--- config.mk ---
export PLATFORM = sky130hd
export DESIGN_NAME = mio_bus_arbiter_flat
export DESIGN_NICKNAME = d
export VERILOG_FILES = /design/src/rtl/mio_pkg.sv /design/src/rtl/mio_bus_arbiter_if.sv /design/src/rtl/rr_arbiter2.sv /design/src/rtl/mio_bus_arbiter.sv /design/src/flat_wrapper.sv
export SDC_FILE = /design/constraint.sdc
export NUM_CORES = 1
export LEC_CHECK = 0
export BUFFER_PORTS_ARGS = -buffer_cell sky130_fd_sc_hd__buf_2
export CAP_MARGIN = 20
export CORE_AREA = 2 2 119 121
export DETAILED_ROUTE_END_ITERATION = 12
export DIE_AREA = 0 0 121 123
export PLACE_DENSITY = 0.76
export SLEW_MARGIN = 5
export SYNTH_ARGS = -nofsm -noshare
export SYNTH_HDL_FRONTEND = slang
export SYNTH_SLANG_ARGS = --single-unit
--- constraint.sdc ---
create_clock -name clk -period 2.73 [get_ports clk]
set_clock_uncertainty 0.2 [all_clocks]
set_input_delay 0.546 -clock clk [delete_from_list [all_inputs] [get_ports clk]]
set_output_delay 0.546 -clock clk [all_outputs]
set_load 0.02 [all_outputs]
--- src/rtl/mio_pkg.sv ---
// Shared encodings for the CPU/DMA memory-bus arbiter.
package mio_pkg;
    typedef enum logic [1:0] {
        IDLE  = 2'd0,
        ISSUE = 2'd1,
        WAIT  = 2'd2,
        DONE  = 2'd3
    } state_t;

    localparam logic [1:0] OWN_CPU  = 2'b01;
    localparam logic [1:0] OWN_DMA  = 2'b10;
    localparam logic       LAST_CPU = 1'b0;
    localparam logic       LAST_DMA = 1'b1;
endpackage

--- src/rtl/mio_bus_arbiter_if.sv ---
// Requester-side handshake bundle: one instance per bus master (CPU, DMA).
interface mio_bus_arbiter_if #(
    parameter int ADDR_W = 32,
    parameter int DATA_W = 32
);
    logic              req;
    logic              we;
    logic [ADDR_W-1:0] addr;
    logic [DATA_W-1:0] wdata;
    logic [DATA_W-1:0] rdata;
    logic              ready;

    modport master (output req, we, addr, wdata, input rdata, ready);
    modport slave  (input req, we, addr, wdata, output rdata, ready);
endinterface

--- src/rtl/rr_arbiter2.sv ---
// Two-input round-robin picker; on a tie the requester that did not win last is chosen.
module rr_arbiter2
    import mio_pkg::*;
(
    input  logic [1:0] req,
    input  logic       last,
    output logic [1:0] gnt
);
    always_comb begin
        gnt = req;
        if (req == 2'b11) begin
            gnt = (last == LAST_DMA) ? OWN_CPU : OWN_DMA;
        end
    end
endmodule

--- src/rtl/mio_bus_arbiter.sv ---
// Shares one memory/IO bus between CPU and DMA: grant, issue, wait states, ready pulse.
module mio_bus_arbiter
    import mio_pkg::*;
#(
    parameter int WAIT_CYCLES = 1,
    parameter int ADDR_W      = 32,
    parameter int DATA_W      = 32
) (
    input  logic                clk,
    input  logic                reset_n,
    mio_bus_arbiter_if.slave    cpu,
    mio_bus_arbiter_if.slave    dma,
    output logic                mem_en,
    output logic                mem_we,
    output logic [ADDR_W-1:0]   mem_addr,
    output logic [DATA_W-1:0]   mem_wdata,
    input  logic [DATA_W-1:0]   mem_rdata,
    output logic [1:0]          grant,
    output logic [1:0]          state_out
);
    localparam int CNT_W = (WAIT_CYCLES < 2) ? 1 : $clog2(WAIT_CYCLES + 1);

    state_t             state_q, state_d;
    logic [1:0]         owner_q, owner_d;
    logic               last_q, last_d;
    logic               we_q, we_d;
    logic [ADDR_W-1:0]  addr_q, addr_d;
    logic [DATA_W-1:0]  wdata_q, wdata_d;
    logic [CNT_W-1:0]   cnt_q, cnt_d;
    logic [DATA_W-1:0]  cpu_rdata_q, cpu_rdata_d;
    logic [DATA_W-1:0]  dma_rdata_q, dma_rdata_d;
    logic [1:0]         pick;
    logic               capture;

    rr_arbiter2 u_rr (
        .req  ({dma.req, cpu.req}),
        .last (last_q),
        .gnt  (pick)
    );

    always_comb begin
        state_d     = state_q;
        owner_d     = owner_q;
        last_d      = last_q;
        we_d        = we_q;
        addr_d      = addr_q;
        wdata_d     = wdata_q;
        cnt_d       = cnt_q;
        cpu_rdata_d = cpu_rdata_q;
        dma_rdata_d = dma_rdata_q;
        capture     = 1'b0;

        case (state_q)
            IDLE: begin
                if (pick != 2'b00) begin
                    owner_d = pick;
                    we_d    = pick[0] ? cpu.we    : dma.we;
                    addr_d  = pick[0] ? cpu.addr  : dma.addr;
                    wdata_d = pick[0] ? cpu.wdata : dma.wdata;
                    state_d = ISSUE;
                end
            end
            ISSUE: begin
                cnt_d = CNT_W'(WAIT_CYCLES);
                if (WAIT_CYCLES > 0) begin
                    state_d = WAIT;
                end else begin
                    state_d = DONE;
                    capture = 1'b1;
                end
            end
            WAIT: begin
                if (cnt_q <= CNT_W'(1)) begin
                    state_d = DONE;
                    capture = 1'b1;
                end else begin
                    cnt_d = cnt_q - CNT_W'(1);
                end
            end
            DONE: begin
                last_d  = (owner_q == OWN_DMA) ? LAST_DMA : LAST_CPU;
                owner_d = 2'b00;
                state_d = IDLE;
            end
            default: state_d = IDLE;
        endcase

        // Read data is taken on the edge that leaves the last bus-hold cycle.
        if (capture && !we_q) begin
            if (owner_q == OWN_CPU) begin
                cpu_rdata_d = mem_rdata;
            end else begin
                dma_rdata_d = mem_rdata;
            end
        end
    end

    always_ff @(posedge clk) begin
        if (!reset_n) begin
            state_q     <= IDLE;
            owner_q     <= 2'b00;
            last_q      <= LAST_DMA;
            we_q        <= 1'b0;
            addr_q      <= '0;
            wdata_q     <= '0;
            cnt_q       <= '0;
            cpu_rdata_q <= '0;
            dma_rdata_q <= '0;
        end else begin
            state_q     <= state_d;
            owner_q     <= owner_d;
            last_q      <= last_d;
            we_q        <= we_d;
            addr_q      <= addr_d;
            wdata_q     <= wdata_d;
            cnt_q       <= cnt_d;
            cpu_rdata_q <= cpu_rdata_d;
            dma_rdata_q <= dma_rdata_d;
        end
    end

    assign mem_en    = (state_q == ISSUE) || (state_q == WAIT);
    assign mem_we    = (state_q == ISSUE) && we_q;
    assign mem_addr  = addr_q;
    assign mem_wdata = wdata_q;
    assign grant     = owner_q;
    assign state_out = state_q;

    assign cpu.ready = (state_q == DONE) && (owner_q == OWN_CPU);
    assign dma.ready = (state_q == DONE) && (owner_q == OWN_DMA);
    assign cpu.rdata = cpu_rdata_q;
    assign dma.rdata = dma_rdata_q;
endmodule
--- src/flat_wrapper.sv ---
// flat-port wrapper written by rule: the top's interface ports become plain ports
module mio_bus_arbiter_flat import mio_pkg::*;
#(
    parameter int WAIT_CYCLES = 1,
    parameter int ADDR_W      = 32,
    parameter int DATA_W      = 32
)
  (clk, reset_n, mem_en, mem_we, mem_addr, mem_wdata, mem_rdata, grant, state_out, cpu_req, cpu_we, cpu_addr, cpu_wdata, cpu_rdata, cpu_ready, dma_req, dma_we, dma_addr, dma_wdata, dma_rdata, dma_ready);
  mio_bus_arbiter_if #(.ADDR_W(ADDR_W), .DATA_W(DATA_W)) cpu_i ();
  mio_bus_arbiter_if #(.ADDR_W(ADDR_W), .DATA_W(DATA_W)) dma_i ();
  input  logic clk;
  input  logic reset_n;
  output logic mem_en;
  output logic mem_we;
  output logic [ADDR_W-1:0] mem_addr;
  output logic [DATA_W-1:0] mem_wdata;
  input  logic [DATA_W-1:0] mem_rdata;
  output logic [1:0] grant;
  output logic [1:0] state_out;
  input wire logic [$bits(cpu_i.req)-1:0] cpu_req;
  input wire logic [$bits(cpu_i.we)-1:0] cpu_we;
  input wire logic [$bits(cpu_i.addr)-1:0] cpu_addr;
  input wire logic [$bits(cpu_i.wdata)-1:0] cpu_wdata;
  output wire logic [$bits(cpu_i.rdata)-1:0] cpu_rdata;
  output wire logic [$bits(cpu_i.ready)-1:0] cpu_ready;
  input wire logic [$bits(dma_i.req)-1:0] dma_req;
  input wire logic [$bits(dma_i.we)-1:0] dma_we;
  input wire logic [$bits(dma_i.addr)-1:0] dma_addr;
  input wire logic [$bits(dma_i.wdata)-1:0] dma_wdata;
  output wire logic [$bits(dma_i.rdata)-1:0] dma_rdata;
  output wire logic [$bits(dma_i.ready)-1:0] dma_ready;
  assign cpu_i.req = cpu_req;
  assign cpu_i.we = cpu_we;
  assign cpu_i.addr = cpu_addr;
  assign cpu_i.wdata = cpu_wdata;
  assign cpu_rdata = cpu_i.rdata;
  assign cpu_ready = cpu_i.ready;
  assign dma_i.req = dma_req;
  assign dma_i.we = dma_we;
  assign dma_i.addr = dma_addr;
  assign dma_i.wdata = dma_wdata;
  assign dma_rdata = dma_i.rdata;
  assign dma_ready = dma_i.ready;
  mio_bus_arbiter #(.WAIT_CYCLES(WAIT_CYCLES), .ADDR_W(ADDR_W), .DATA_W(DATA_W)) u_core (.clk(clk), .reset_n(reset_n), .cpu(cpu_i), .dma(dma_i), .mem_en(mem_en), .mem_we(mem_we), .mem_addr(mem_addr), .mem_wdata(mem_wdata), .mem_rdata(mem_rdata), .grant(grant), .state_out(state_out));
endmodule
==> run_results.csv, run 1 <==
group,metric,value,unit
detailed_routing,dr.pass1.iters,7,
timing,holdWs,184,ps
synth,yosysSeqAreaShare,0.465,
min_path,min_path_type,"in -> reg",
synth,synth.distinct_cells,30,
synth,yosysTopAreaCellShare,0.465,
detailed_routing,avgViaCountPerCell,5.40,
timing,fin_ws,529,ps
global_routing,grt_pass1_vias,5598,
global_routing,grtUsageTotal,0.239,
floorplan,dieArea,14900,um^2
clock_tree,path_clk_slew,60,ps
floorplan,core_area,13600,um^2
global_routing,grt_max_degree,135,
final_layout,final_common_cell,"buf_2",
clock_tree,cts_sinks,134,
placed_design,gp_congestion,0.788,
timing,tightestPinTransition,1060,ps
detailed_routing,drt-total-wl,18.4,mm
detailed_routing,wl_per_cell,16.0,um
worst_setup_path,reg2reg_slack,730,ps
worst_setup_path,setup.worst_path.end,"dma_ready",
placed_design,pre_cts_ws,545,ps
placed_design,io_buffers,301,
pwr,p_seq_frac,0.339,
pwr,p_switching,0.00297,W
floorplan,dieWidth,121,um
final_layout,area_growth_syn_to_layout,37.3,%
floorplan,io_pins,302,
worst_setup_path,worstPathArrival,1460,ps
worst_setup_path,worstSetupStartpoint,"u_core.state_out[1]$_SDFFE_PN0P_",
clock_tree,htree_levels,4,
clock_tree,cts_tree,"built",
pwr,cellPowerDensity,1010,nW/um^2
synth,avgSynthCellArea,8.24,um^2
timing,hold_violations,0,
timing,fmax,454,MHz
detailed_routing,drc,0,
pwr,clkPwrFrac,0.307,
placed_design,dp.cells,1117,
worst_setup_path,cp_max_fo,5,
global_routing,grt_first_pass_wirelength,28.1,mm
final_layout,seqCellArea,2680,um^2
synth,ys_seq_elements,134,
final_layout,final_cell_mix,"buf_2 (300), dfxtp_1 (134), o21ai_1 (113)",
floorplan,start_util,0.424,
clock_tree,clk_path_buf_depth,2,
clock_tree,cts-resized-gates,0,
worst_setup_path,r2r_start,"u_core.state_out[0]$_SDFFE_PN0P_",
timing,final.min_clock_period,2200,ps
pwr,ir_drop,420,uV
worst_setup_path,worstPathRequired,1980,ps
final_layout,layout-drive-gt1-share,0.363,
timing,post-route-period-util,0.806,
clock_tree,post_cts_buffers,0,
timing,setup_violations,0,
synth,ys_top_cells_by_area,"dfxtp_1 (47%), o21ai_1 (9.8%), nand3_1 (8.5%)",
timing,rsz0062_at_grt,"no",
clock_tree,cts-root-buf,"clkbuf_16",
synth,syn_nets,871,
pwr,comb_power_share,0.355,
detailed_routing,detail-route-antenna-nets,0,
worst_setup_path,worstRegToRegCells,6,
worst_setup_path,critPathKind,"reg -> out",
final_layout,fill_cells,1267,
timing,slew_violations,0,
synth,ys_warn_count,0,
clock_tree,cts_buffers,17,
pwr,internal_power,0.00501,W
final_layout,fin_cells,1148,
detailed_routing,vias,6195,
run,maxCapViolations,0,
clock_tree,postCtsHoldBufs,0,
pwr,p_leak,3.56,nW
floorplan,num_rows,43,
final_layout,antenna-diode-count,0,
clock_tree,insertion_delay,410,ps
placed_design,hpwl,12.3,mm
timing,slew_headroom,0.289,
timing,tns,0,ps
worst_setup_path,startpoint_type,"flip-flop",
global_routing,grt_overflow,0,
final_layout,multiInputGateArea,2690,um^2
pwr,switching_share,0.372,
floorplan,die_h,123,um
detailed_routing,drt_iter0_markers,478,
worst_setup_path,r2r-end,"u_core.mem_wdata[16]$_SDFFE_PN0P_",
synth,synth_top_area_cell,"dfxtp_1",
synth,synth.cell_area,5770,um^2
synth,synth_cells,700,
run_status,status,"finished clean",
final_layout,nets,1127,
worst_setup_path,cp-end-kind,"primary output",
global_routing,antenna_found_initial,0,
[area by class of cell]
type	instances	share of cell area
clock buffers	22	0.0611
clock inverters	9	0.0186
inverters	4	0.00190
multi-input cells	484	0.340
flip-flops and latches	134	0.339
well taps	180	0.0284
repair buffers	315	0.212
[power groups by stage]
stage	logic, W	clock network (W)	registers, W
floorplan	0.00130	0	0.00329
global placement	0.00282	0	0.00273
detailed placement	0.00284	0	0.00273
CTS	0.00284	0.00248	0.00270
global route	0.00307	0.00257	0.00276
finish	0.00283	0.00245	0.00270
[metal layers]
layer,global-route usage,routed length [um]
met1,0.290,7150
met2,0.384,9010
met3,0.0738,1650
met4,0.121,607
met5,0,0
[cells by family (layout without fill, tap and decap cells)]
family / count (synthesis) / in the layout / synth area share
and+or+nand+nor: 179 / 179 / 0.147
muxes: 1 / 1 / 0.00174
buffers and inverters: 82 / 350 / 0.0707
adders and majority gates: 5 / 5 / 0.0108
AOI/OAI and AO/OA: 299 / 299 / 0.305
DFF: 134 / 134 / 0.465
[stage by stage]
stage                     utilization  area, um^2  total power [W]
after floorplan                     -        5770          0.00459
after global placement          0.536        7290          0.00554
after detailed placement        0.536        7290          0.00557
after CTS                       0.582        7920          0.00802
after global routing            0.582        7920          0.00840
final                           0.582        7920          0.00798
[state kept, by name, indices dropped and copies added (netlist names)]
| signal | count |
|---|---|
| u_core.last_q | 1 |
| u_core.grant | 2 |
| u_core.we_q | 1 |
| u_core.mem_wdata | 32 |
| u_core.mem_addr | 32 |
| u_core.cpu.rdata | 32 |
| u_core.state_out | 2 |
| u_core.dma.rdata | 32 |
[critical path, stage by stage, from the launching register on]
cell	delay, ps
dfxtp_1	400
ha_1	270
nand2_1	120
nor2_1	90
buf_2	160
[Yosys cell counts, drive strengths merged]
cell type / number
nor2b: 3
a21boi: 66
o311a: 1
o211ai: 1
mux2i: 1
buf: 45
dfxtp: 134
a31oi: 65
o221ai: 1
nor3b: 1
and2b: 2
clkbuf: 33
o21a: 1
inv: 4
o21ai: 164
ha: 5
and2: 2
nand3: 98
and4bb: 1
nand2: 66
nor2: 2
nand2b: 3
nand4bb: 1
[how the worst min path moves through the flow]
stage,start,end,cells after the start
4_1_cts,mem_rdata[8],u_core.cpu.rdata[8]$_SDFFE_PN0P_,3
3_3_place_gp,u_core.cpu.rdata[31]$_SDFFE_PN0P_,u_core.cpu.rdata[31]$_SDFFE_PN0P_,2
3_5_place_dp,u_core.cpu.rdata[3]$_SDFFE_PN0P_,u_core.cpu.rdata[3]$_SDFFE_PN0P_,2
6_report,mem_rdata[4],u_core.cpu.rdata[4]$_SDFFE_PN0P_,3
5_1_grt,mem_rdata[16],u_core.cpu.rdata[16]$_SDFFE_PN0P_,3
2_1_floorplan,u_core.last_q$_SDFFE_PN1P_,u_core.last_q$_SDFFE_PN1P_,2
Power figures use the tool's default switching activity.
==> run 2, diff against run 1 <==
- ABC_AREA: default -> 1
- CORE_AREA: 2 2 119 121 -> default
- CORE_UTILIZATION: default -> 41
- DIE_AREA: 0 0 121 123 -> default
- clock period: 2.73 -> 2 ns (I/O delays scaled with it)
==> run 2 against run 1 <==
Critical path depth unchanged. Synthesized cell count up 36%. Power up 49%. Via count up 2.4%. Area after synthesis up 3.6%. Sequential power up 44%. Wire length down 9.6%. Worst hold slack worse by 130 ps. Worst setup slack worse by 460 ps. Clock power up 19%. Utilization up 0.88 points.
==> run_results.csv, run 2 <==
group,metric,value,unit
floorplan,dieWidth,123,um
min_path,min_path_type,"in -> reg",
clock_tree,cts_sinks,134,
detailed_routing,avgViaCountPerCell,4.43,
synth,ys_async_sr_fraction,0,
final_layout,fin_cells,1431,
global_routing,grtUsageTotal,0.219,
timing,slew_headroom,0.783,
clock_tree,insertion_delay,410,ps
timing,holdWs,51.8,ps
synth,synth_compound_gate_area_share,0.0570,
final_layout,antenna-diode-count,0,
floorplan,num_rows,43,
floorplan,die_h,123,um
synth,yosysTopAreaCellShare,0.449,
floorplan,dieArea,15100,um^2
synth,synth_fa_ha_area_frac,0.0105,
detailed_routing,drt-total-wl,16.7,mm
detailed_routing,vias,6343,
clock_tree,cts_buffers,17,
clock_tree,htree_levels,4,
worst_setup_path,cp-end-kind,"primary output",
final_layout,fin_util,0.591,
placed_design,hpwl,12.1,mm
global_routing,grt_first_pass_wirelength,25.5,mm
synth,synthTopCellsByCount,"nand2_1 (334), nor2_1 (266), dfxtp_1 (134)",
synth,synth_most_common_cell,"nand2_1",
detailed_routing,detail-route-antenna-nets,0,
pwr,ir_drop,777,uV
worst_setup_path,worstPathRequired,1400,ps
synth,ys_top_cells_by_area,"dfxtp_1 (45%), nand2_1 (21%), nor2_1 (17%)",
synth,yosys.area_share.simple,0.386,
final_layout,layout-drive-gt1-share,0.294,
synth,synth_top_family_by_area,"simple AND/OR/NAND/NOR gates",
detailed_routing,wl_per_cell,11.6,um
synth,ys_seq_elements,134,
timing,fmax,519,MHz
final_layout,final_cell_area,8300,um^2
synth,avgSynthCellArea,6.28,um^2
synth,ys.flop_type,"dfxtp_1",
synth,synth_cells,951,
placed_design,gp_congestion,0.771,
detailed_routing,drc,0,
timing,hold_violations,0,
final_layout,area_growth_syn_to_layout,38.9,%
synth,synth_edf_count,0,
run,maxCapViolations,0,
floorplan,core_area,14000,um^2
synth,syn_nets,1122,
clock_tree,clk_path_buf_depth,2,
worst_setup_path,cp_max_fo,5,
synth,synth.cell_area,5970,um^2
pwr,p_leak,4.63,nW
synth,synth.distinct_cells,17,
worst_setup_path,critPathKind,"reg -> out",
detailed_routing,dr.pass1.iters,5,
timing,setup_violations,0,
timing,rsz0062_at_grt,"no",
global_routing,grt_pass1_vias,5381,
synth,synthMuxAreaShare,0,
final_layout,final_cell_mix,"nand2_1 (333), buf_2 (298), nor2_1 (266)",
timing,slew_violations,0,
placed_design,place_area,7680,um^2
placed_design,io_buffers,301,
global_routing,antenna_found_initial,0,
synth,yosysSeqAreaShare,0.449,
timing,post-route-period-util,0.963,
floorplan,io_pins,302,
synth,synth_top_area_cell,"dfxtp_1",
timing,tns,0,ps
global_routing,grt_overflow,0,
worst_setup_path,startpoint_type,"flip-flop",
clock_tree,cts_tree,"built",
clock_tree,path_clk_slew,60,ps
timing,final.min_clock_period,1930,ps
placed_design,dp.cells,1397,
floorplan,start_util,0.425,
synth,ys_warn_count,0,
global_routing,grt_max_degree,62,
synth,synth_xor_area_frac,0,
run_status,status,"finished clean",
detailed_routing,drt_iter0_markers,260,
clock_tree,cts-root-buf,"clkbuf_16",
final_layout,final_common_cell,"nand2_1",
final_layout,nets,1409,
timing,tightestPinTransition,326,ps
worst_setup_path,worstPathArrival,1330,ps
pwr,cellPowerDensity,1430,nW/um^2
## run 2: cell count changes in the layout (fill, tap and decap cells not counted), sizes merged, moves of 5 or more
cell and change:
nand2 +270, nor2 +264, o21ai -99, nand3 -93, inv +79, a21boi -66, a31oi -65, buf +7
clkbuf -5
## run 2: layout make-up
cell class | instances | area (um^2)
multi-input cells | 683 | 2750
clock inverters | 15 | 129
well taps | 180 | 225
clock buffers | 17 | 425
repair buffers | 322 | 1770
fillers | 1385 | 5750
flip-flops and latches | 134 | 2690
inverters | 80 | 300
## run 2: power breakdown
| part | internal, W | total [W] | switching (W) | leakage [nW] |
|---|---|---|---|---|
| registers | 0.00349 | 0.00390 | 0.000408 | 1.10 |
| logic | 0.00179 | 0.00504 | 0.00325 | 3.27 |
| clock network | 0.00171 | 0.00292 | 0.00121 | 0.266 |
| total | 0.00700 | 0.0119 | 0.00486 | 4.63 |
## run 2: what timing repair did
item,in CTS,in global routing
setup buffers,2,0
pin swaps,1,0
gates resized for setup,11,2
hold buffers,0,0
endpoints found under the setup margin,3,2
## run 2: worst max-delay path, cell delays in order (launching register included)
cell and delay, ps:
dfxtp_4 370, ha_4 140, inv_2 60, nor3_4 170
buf_4 180
## run 2: final timing paths
check                                                       start                                end  slack [ps]  cells past startpoint
worst min register to register  u_core.dma.rdata[24]$_SDFFE_PN0P_  u_core.dma.rdata[24]$_SDFFE_PN0P_         270                      2
worst max register to register   u_core.state_out[0]$_SDFFE_PN0P_   u_core.cpu.rdata[0]$_SDFFE_PN0P_         220                      8
worst max-delay path             u_core.state_out[0]$_SDFFE_PN0P_                          dma_ready          70                      4
worst min-delay path                                mem_rdata[21]  u_core.cpu.rdata[21]$_SDFFE_PN0P_          50                      3
## run 2: metrics by stage
| step | total power, W | setup slack, ps |
|---|---|---|
| after floorplan | 0.00727 | 134 |
| after global placement | 0.00883 | 293 |
| after detailed placement | 0.00893 | 249 |
| after CTS | 0.0120 | 24.1 |
| after global routing | 0.0127 | 2.97 |
| final | 0.0119 | 73.3 |
## run 2: kinds of logic (layout without fill, tap and decap cells)
kind of cell | Yosys count | after routing
adder cells (fa/ha/maj) | 5 | 5
flip-flops | 134 | 134
buffers and inverters | 134 | 434
AND/OR/NAND/NOR | 610 | 610
AO/OA/AOI/OAI | 68 | 68
## run 2: routing by layer
layer / GRT usage / share of wire
met1: 0.248 / 0.42
met2: 0.390 / 0.49
met3: 0.0623 / 0.073
met4: 0.0770 / 0.014
met5: 0 / 0
==> run 3, diff against run 2 <==
- CORE_MARGIN: default -> 3
==> run 3 against run 2 <==
Global-route usage shrank 1.4 points. Worst hold slack got worse by 2.0 ps. Largest cell class unchanged. Maximum frequency decreased by 1.3%. Clock-buffer cell count is 3 higher. Register-to-register slack about the same. Highest routed layer unchanged. Worst setup slack got worse by 26 ps. Critical endpoint is now mem_we. Sequential power about the same.
==> run_results.csv, run 3 (synthesis results as in run 2) <==
group,metric,value,unit
clock_tree,cts_tree,"built",
placed_design,gp_congestion,0.844,
timing,hold_violations,0,
clock_tree,path_clk_slew,60,ps
floorplan,start_util,0.425,
detailed_routing,drt_iter0_markers,289,
worst_setup_path,cp_cell_sequence,"buf_4 -> ha_1 -> nand2_1 -> inv_1 -> buf_2",
final_layout,final_common_cell,"nand2_1",
global_routing,antenna_found_initial,1,
final_layout,area_growth_syn_to_layout,38.5,%
worst_setup_path,cp-end-kind,"primary output",
detailed_routing,drt-met1-wl,7.00,mm
pwr,p_leak,4.63,nW
timing,slew_violations,0,
final_layout,fin_cells,1431,
final_layout,final_cell_mix,"nand2_1 (333), buf_2 (298), nor2_1 (266)",
clock_tree,cts_buffers,17,
worst_setup_path,worstPathRequired,1400,ps
run,maxCapViolations,0,
pwr,power.total,0.0118,W
clock_tree,cts-root-buf,"clkbuf_16",
detailed_routing,drt-total-wl,17.2,mm
final_layout,nets,1409,
floorplan,num_rows,43,
timing,rsz0062_at_grt,"yes",
detailed_routing,dr.pass1.iters,4,
placed_design,io_buffers,301,
global_routing,grt_max_degree,65,
clock_tree,insertion_delay,410,ps
worst_setup_path,critPathKind,"reg -> out",
worst_setup_path,cpPeakStageDelay,360,ps
final_layout,layout-drive-gt1-share,0.293,
min_path,min_path_type,"in -> reg",
placed_design,dp.cells,1395,
floorplan,dieArea,16100,um^2
final_layout,fin_util,0.589,
worst_setup_path,worstPathArrival,1350,ps
timing,tightestPinTransition,386,ps
floorplan,core_area,14000,um^2
timing,setup_violations,0,
detailed_routing,dr_wl_met3,1.50,mm
timing,post-route-period-util,0.976,
timing,slew_headroom,0.743,
detailed_routing,wl_met2,8.27,mm
worst_setup_path,startpoint_type,"flip-flop",
floorplan,die_h,127,um
run_status,status,"finished clean",
global_routing,grt_overflow,0,
global_routing,grtUsageTotal,0.205,
detailed_routing,dr.max_layer_used,"met4",
placed_design,hpwl,12.7,mm
pwr,ir_drop,633,uV
pwr,cellPowerDensity,1430,nW/um^2
global_routing,grt_first_pass_wirelength,26.7,mm
floorplan,dieWidth,127,um
timing,final.min_clock_period,1950,ps
detailed_routing,drc,0,
clock_tree,htree_levels,4,
detailed_routing,detail-route-antenna-nets,0,
worst_setup_path,crit_buf_inv,3,
worst_setup_path,crit_family,"flip-flops",
floorplan,io_pins,302,
clock_tree,clk_path_buf_depth,2,
detailed_routing,vias,6422,
worst_setup_path,slowest_stage,"dfxtp_4",
timing,fmax,512,MHz
global_routing,grt_pass1_vias,5605,
clock_tree,cts_sinks,134,
worst_setup_path,cp_max_fo,4,
detailed_routing,wl_per_cell,12.0,um
clock_tree,postCtsHoldBufs,0,
detailed_routing,avgViaCountPerCell,4.49,
[run 3: where the power goes]
group          switching [W]  internal, W
clock                0.00116      0.00180
combinational        0.00323      0.00174
sequential          0.000412      0.00349
total                0.00480      0.00703
[run 3: cell type report]
cell class,count,area (um^2)
fillers,1397,5770
repair buffers,322,1740
flip-flops and latches,134,2690
multi-input cells,683,2750
diodes,1,2.50
clock buffers,20,467
clock inverters,11,101
inverters,80,300
well taps,180,225
[run 3: per-stage QoR]
step | TNS, ps | setup slack [ps] | area, um^2 | hold WS (ps)
final | 0 | 47.4 | 8280 | 49.8
after CTS | 0 | 13.9 | 8250 | 25.0
after global routing | -14.1 | -14.1 | 8280 | 37.9
after detailed placement | 0 | 254 | 7620 | 266
after floorplan | 0 | 134 | 5970 | 266
after global placement | 0 | 305 | 7620 | 257
[run 3: tightest hold or removal path, delay by kind of cell]
| kind | cells | cell delay, ps |
|---|---|---|
| AO/OA/AOI/OAI | 1 | 70 |
| AND/OR/NAND/NOR | 1 | 70 |
| buffers and inverters | 1 | 80 |
[run 3: metal layers]
metal | up-vias | track usage
met1 | 2731 | 0.242
met4 | 0 | 0.0902
met5 | - | 0
met2 | 259 | 0.343
met3 | 34 | 0.0648
li1 | 3398 | -
[run 3: path summary, 6_finish.rpt]
path                                    start                                end  slack (ps)  cells after the start
max          u_core.state_out[0]$_SDFFE_PN0P_                             mem_we          50                      5
min                             mem_rdata[19]  u_core.cpu.rdata[19]$_SDFFE_PN0P_          50                      3
max reg2reg  u_core.state_out[0]$_SDFFE_PN0P_   u_core.dma.rdata[5]$_SDFFE_PN0P_         230                      8
min reg2reg  u_core.dma.rdata[2]$_SDFFE_PN0P_   u_core.dma.rdata[2]$_SDFFE_PN0P_         270                      2
[run 3: repair_timing]
action / 4_1_cts / 5_1_grt
setup buffers: 4 / 0
setup endpoints to repair: 4 / 3
pin swaps: 1 / 0
gates resized for setup: 9 / 3
